[config.mk]
export PLATFORM = sky130hd
export DESIGN_NAME = card_display_bank
export DESIGN_NICKNAME = d
export VERILOG_FILES = /design/src/rtl/card_display_bank.sv
export SDC_FILE = /design/constraint.sdc
export NUM_CORES = 1
export LEC_CHECK = 0
export ABC_CLOCK_PERIOD_IN_PS = 1600
export CORE_MARGIN = 10
export CORE_UTILIZATION = 54
export CTS_CLUSTER_DIAMETER = 80
export DETAILED_ROUTE_END_ITERATION = 10
export PLACE_DENSITY = 0.78
export SETUP_SLACK_MARGIN = 0.2
export SLEW_MARGIN = 5
export SYNTH_ARGS = -nofsm -noshare
export SYNTH_HDL_FRONTEND = slang
export SYNTH_SLANG_ARGS = --single-unit
[constraint.sdc]
create_clock -name slow_clock -period 1.6 [get_ports slow_clock]
set_input_delay 0.32 -clock slow_clock [delete_from_list [all_inputs] [get_ports slow_clock]]
set_output_delay 0.32 -clock slow_clock [all_outputs]
set_load 0.1 [all_outputs]
[src/rtl/card_display_bank.sv]
// card_display_bank: NUM_CH card slots, each decoded to a registered active-low 7-segment digit
// with per-slot blink blanking. Define CARD_DISPLAY_SCORE_EN to add the registered score output.
module card_display_bank #(
  parameter int NUM_CH    = 6,
  parameter int BLINK_DIV = 8
) (
  input  logic                      slow_clock,
  input  logic                      resetb,
  input  logic                      wr_en,
  input  logic [$clog2(NUM_CH)-1:0] wr_addr,
  input  logic [3:0]                wr_card,
  input  logic                      clear_all,
  input  logic [NUM_CH-1:0]         blink_mask,
  output logic [7*NUM_CH-1:0]       hex_out,
`ifdef CARD_DISPLAY_SCORE_EN
  output logic [3:0]                score,
`endif
  output logic                      blink_phase
);

  localparam int AW = $clog2(NUM_CH);
  localparam int CW = $clog2(BLINK_DIV);
  localparam logic [6:0] SEG_BLANK = 7'b1111111;

  logic [NUM_CH-1:0][3:0]  card_q, card_d;
  logic [CW-1:0]           blink_cnt_q, blink_cnt_d;
  logic                    blink_phase_q, blink_phase_d;
  logic [7*NUM_CH-1:0]     hex_q, hex_d;

  // Segment order is g f e d c b a (bit 6 .. bit 0), active-low.
  function automatic logic [6:0] decode_card(input logic [3:0] card);
    logic [6:0] seg;
    seg = SEG_BLANK;
    case (card)
      4'd1:    seg = 7'b0001000;
      4'd2:    seg = 7'b0100100;
      4'd3:    seg = 7'b0110000;
      4'd4:    seg = 7'b0011001;
      4'd5:    seg = 7'b0010010;
      4'd6:    seg = 7'b0000010;
      4'd7:    seg = 7'b1111000;
      4'd8:    seg = 7'b0000000;
      4'd9:    seg = 7'b0010000;
      4'd10:   seg = 7'b1000000;
      4'd11:   seg = 7'b1100001;
      4'd12:   seg = 7'b0011000;
      4'd13:   seg = 7'b0001001;
      default: seg = SEG_BLANK;
    endcase
    return seg;
  endfunction

  // Write port: a single-cycle strobe, no backpressure. wr_en with a valid wr_addr
  // loads the slot on that edge; out-of-range addresses match no slot and are dropped.
  always_comb begin
    card_d = card_q;
    if (clear_all) begin
      card_d = '0;
    end else if (wr_en) begin
      for (int i = 0; i < NUM_CH; i++) begin
        if (wr_addr == AW'(i)) begin
          card_d[i] = wr_card;
        end
      end
    end
  end

  always_comb begin
    blink_cnt_d   = blink_cnt_q + 1'b1;
    blink_phase_d = blink_phase_q;
    if (blink_cnt_q == CW'(BLINK_DIV - 1)) begin
      blink_cnt_d   = '0;
      blink_phase_d = ~blink_phase_q;
    end
  end

  // Blanking uses the registered phase, so it lines up with the card registers.
  always_comb begin
    hex_d = '1;
    for (int i = 0; i < NUM_CH; i++) begin
      if (blink_mask[i] && !blink_phase_q) begin
        hex_d[7*i +: 7] = SEG_BLANK;
      end else begin
        hex_d[7*i +: 7] = decode_card(card_q[i]);
      end
    end
  end

  always_ff @(posedge slow_clock or negedge resetb) begin
    if (!resetb) begin
      card_q        <= '0;
      blink_cnt_q   <= '0;
      blink_phase_q <= 1'b1;
      hex_q         <= '1;
    end else begin
      card_q        <= card_d;
      blink_cnt_q   <= blink_cnt_d;
      blink_phase_q <= blink_phase_d;
      hex_q         <= hex_d;
    end
  end

  assign hex_out     = hex_q;
  assign blink_phase = blink_phase_q;

`ifdef CARD_DISPLAY_SCORE_EN
  localparam int SW = $clog2(9 * NUM_CH + 1);

  logic [SW-1:0] pip_sum;
  logic [3:0]    score_q, score_d;

  function automatic logic [3:0] pip_value(input logic [3:0] card);
    return ((card >= 4'd1) && (card <= 4'd9)) ? card : 4'd0;
  endfunction

  always_comb begin
    pip_sum = '0;
    for (int i = 0; i < NUM_CH; i++) begin
      pip_sum = pip_sum + SW'(pip_value(card_q[i]));
    end
    score_d = 4'(pip_sum % SW'(10));
  end

  always_ff @(posedge slow_clock or negedge resetb) begin
    if (!resetb) begin
      score_q <= '0;
    end else begin
      score_q <= score_d;
    end
  end

  assign score = score_q;
`endif

endmodule

# == Yosys cells after proc, flatten, opt, wreduce, memory -nomap -nowiden ==
# Memories as Yosys holds them, arrays and structs flattened.
# Index checks and enable logic that the tools add are counted.
# word_totals
register_bits,70
rom_bits,672
input_bits,17
memories,6
# classes
addsub,1
n_eq_ne,6
muxes,15
n_bitwise,1
reduce_logical,21
# memory_table
name,words,width,read_ports,rd_ports_with_merged_regs,wr,line_no,source
(no name shown),16,7,1,0,0,34,case (card)
(no name shown),16,7,1,0,0,34,
(no name shown),16,7,1,0,0,34,
(no name shown),16,7,1,0,0,34,
(no name shown),16,7,1,0,0,34,
(no name shown),16,7,1,0,0,34,
# ops
operator,n
24-bit 2-to-1 mux,2
7-bit 2-to-1 mux,6
4-bit 2-to-1 mux,6
2-bit nonzero test,7
2-bit AND reduction,6
"3-bit equality test, second input constant",3
"3-bit by 2-bit equality test with 1-bit output, second input constant",2
1-bit logical AND,6
"3-bit by 1-bit adder with 3-bit output, second input constant",1
"3-bit by 1-bit equality test with 1-bit output, second input constant",1
3-bit zero test,1
3-bit 2-to-1 mux,1
1-bit zero test,1
1-bit NOT,1

# == Depth between registers and ports, before layout ==
# logic_depth
word_depth,4
mapped_depth,5

# == Least setup slack after synthesis ==
# Ideal clock, no wire load.
# synth_timing
path_kind,flip-flop to flip-flop
start,"reg blink_phase_q, in the netlist blink_phase"
end,"reg hex_q[22], in the netlist hex_out[22]"
setup_time_ns,0.083
arrival_ns,1.431
required_ns,1.517
slack_ns,0.086
path_stages_with_launch,4
n_path_buf,0
period_less_slack_ns,1.514
cell_sequence,dfstp_2 -> nand2b_1 -> inv_1 -> a221o_1
# synth_via
elab_chain_cells,3
# synth_lines
element,line_no,source
from (decl),27,"logic blink_phase_q, blink_phase_d;"
from (signal assigned),98,blink_phase_q <= blink_phase_d;
1-bit zero test,81,if (blink_mask[i] && !blink_phase_q) begin
1-bit logical AND,81,
7-bit 2-to-1 mux,81,
named net hex_d[22],28,"logic [7*NUM_CH-1:0] hex_q, hex_d;"
to (signal assigned),94,hex_q <= '1;
to (signal assigned),99,hex_q <= hex_d;
to (decl),28,
# The timed path passes the listed nets, and every way through them passes these cells.
# A chain may end at the register's enable or synchronous reset.

# == Worst setup path in the final report ==
# layout_timing
start,"reg blink_phase_q, in the netlist blink_phase"
end,out blink_phase
# layout_lines
element,line_no,source
to (decl),18,output logic blink_phase
# No word-level cell between the ends.

==> run_results.csv <==
group,metric,value,unit
yosys,ys_types,37,
cts,numCtsBuffers,9,
worst_setup_path,critical-path-slowest-cell,"dfstp_4",
cts,holdBufCountCts,0,
placed_design,hpwl,6.17,mm
route,vias,2875,
min_path,hold_path.class,"in2async",
timing,fin_crit,1510,ps
timing,drv_slew,0,
timing,finalSetupViolations,0,
route,routedWlPerCell,16.8,microns
floorplanning,coreArea,0.00691,sq mm
layout,final_nets,492,
run_status,status,"complete, but fails checks",
timing,rsz0062_at_grt,"true",
yosys,synthTopCellsByCount,"43 x dfstp_2, 41 x nor2_1, 40 x ha_1, 31 x mux2i_1, 27 x dfrtp_1",
worst_setup_path,crit_path_start_kind,"register",
cts,cts_max_level,3,
placed_design,portBuffers,59,
worst_setup_path,max_stage_delay,660,ps
worst_setup_path,cp_top_family,"flip-flops",
worst_setup_path,crit_chain,"buf_12",
floorplanning,initial_utilization,0.567,
worst_setup_path,critPathKind,"reg2out",
route,drt_iter0_drc,189,
layout,final_area,0.00558,sq mm
floorplanning,ios,60,
yosys,synth_largest_area_cell,"dfstp_2",
global_routing,grt_use_met3,0.0295,
yosys,synthCells,356,
global_routing,grt_overflow,0,
route,postRouteAntennaNets,0,
power,p_leak,0.00245,uW
global_routing,grt_usage,0.156,
yosys,synth_fp_nets,413,
cts,clk_pin_slew,70,ps
global_routing,grt_pass1_wl,14.2,mm
yosys,synthMostInstantiatedCell,"dfstp_2",
yosys,yosysTopAreaCellShare,0.289,
worst_setup_path,regToRegStartpoint,"card_q[21]",
timing,fin_skew,7.85,ps
floorplanning,die_area,0.0111,sq mm
cts,cts_tree,"yes",
run_status,violations,"negative hold slack",
placed_design,place_area,0.00513,sq mm
layout,antenna_cells,0,
worst_setup_path,endpoint_kind,"output port",
run,drv_cap,0,
route,dr.pass1.iters,7,
power,powerDensity,835,mW/mm^2
route,drc_errors,0,
yosys,avgSynthCellArea,11.0,sq um
global_routing,grt_use_met1,0.176,
yosys,yosysWarnings,0,
floorplanning,die_h,105,microns
timing,maxSlewHeadroom,0.725,
yosys,synth.yosys.seq_area_share,0.461,
yosys,synth-edff-count,0,
global_routing,grt_pass1_vias,3013,
cts,clk_path_buf_depth,2,
cts,clk_latency,350,ps
timing,fin_setup_tns,0,ps
worst_setup_path,worst_ep_arrival_time,1190,ps
power,p_total,4660,uW
yosys,synth_top_flop_cell,"dfstp_2",
yosys,syn_area,0.00392,sq mm
timing,holdWs,-16.7,ps
yosys,ys_seq_elements,70,
timing,max_freq,663,MHz
route,viasPerCell,5.36,
yosys,synth-async-reset-ratio,1.00,
global_routing,antenna_found_initial,0,
yosys,synth_area_leaders,"dfstp_2 29%, dfrtp_1 17%, ha_1 13%",
global_routing,grt_max_degree,71,
timing,finalCritPeriodShare,0.943,
worst_setup_path,worst-path-buf-inv,1,
timing,hold_viol,7,
worst_setup_path,required,1280,ps
floorplanning,core.rowCount,30,
layout,drive_gt1_frac,0.398,
timing,tightestPinTransition,413,ps
cts,root_buffer,"clkbuf_8",
route,drt_wl_total,9.00,mm
worst_setup_path,cp_max_fo,3,
global_routing,use_met2,0.281,
power,ir_drop,496,uV
global_routing,busiest_layer,"met2",
cts,clock-sinks,70,
worst_setup_path,worstSetupStartpoint,"blink_phase",
layout,fin_util,0.808,
layout,syn_to_final_growth,42.5,%
floorplanning,dieWidth,105,microns
placed_design,gp_congestion,0.845,
==> through the flow <==
step | worst slack, ps | cells
after detailed placement | -347 | 513
final | 90.7 | 536
after global placement | -246 | 513
after CTS | 80.7 | 532
after global routing | 77.9 | 536
after floorplan | 198 | 356
==> power by group <==
part	internal, uW	switching, uW
Clock	1230	683
Combinational	319	509
Sequential	1860	58.4
==> registers in the layout, summed over array words and instances (netlist names) <==
| name | flops |
|---|---|
| blink_cnt_q | 3 |
| blink_phase | 1 |
| card_q | 24 |
| hex_out | 42 |
==> metal layers <==
| layer | up-vias | wire length (microns) |
|---|---|---|
| li1 | 1368 | - |
| met4 | 0 | 116 |
| met1 | 1439 | 3710 |
| met5 | - | 0 |
| met2 | 59 | 4800 |
| met3 | 9 | 375 |
==> area by class of cell <==
cell class	count	area [sq um]
Tap cell	96	120
Inverter	26	100
Timing Repair Buffer	86	1250
Clock inverter	6	133
Multi-Input combinational cell	242	2020
Clock buffer	10	138
Fill cell	410	1330
Sequential cell	70	1810
==> path summary, 6_finish.rpt <==
path | cells past startpoint | endpoint | slack [ps]
max reg2reg | 4 | hex_out[39] | 240
max in group asynchronous | 2 | hex_out[6] | 1290
min reg2reg | 1 | blink_cnt_q[0] | 470
min in group slow_clock | 1 | blink_cnt_q[0] | 470
max | 1 | blink_phase | 90
min | 2 | blink_cnt_q[0] | -20
==> kinds of logic (layout without fill, tap and decap cells) <==
logic type | Yosys count | count (layout) | share of synthesized area
buffers and inverters | 44 | 128 | 0.0486
and+or+nand+nor | 110 | 110 | 0.142
AOI/OAI and AO/OA | 44 | 44 | 0.0757
muxes | 47 | 47 | 0.143
xor gates and xnor gates | 1 | 1 | 0.00224
adders and majority gates | 40 | 40 | 0.128
DFF | 70 | 70 | 0.461
==> layout by cell type, fill, tap and decap left out, types with 13 or more instances in the layout <==
master / count
nor2_1: 41
ha_1: 33
mux2i_1: 31
buf_4: 20
nand2_1: 24
nand3_1: 13
dfrtp_1: 24
dfstp_2: 42
buf_12: 44
inv_1: 14
o21ai_0: 17
==> repair_timing <==
action,4_1_cts,5_1_grt
cloned,0,0
gates resized for setup,9,26
endpoints found under the setup margin,23,58
pin swaps,1,1
setup buffers,3,4
Note: power is estimated with default switching activity, not from simulation.
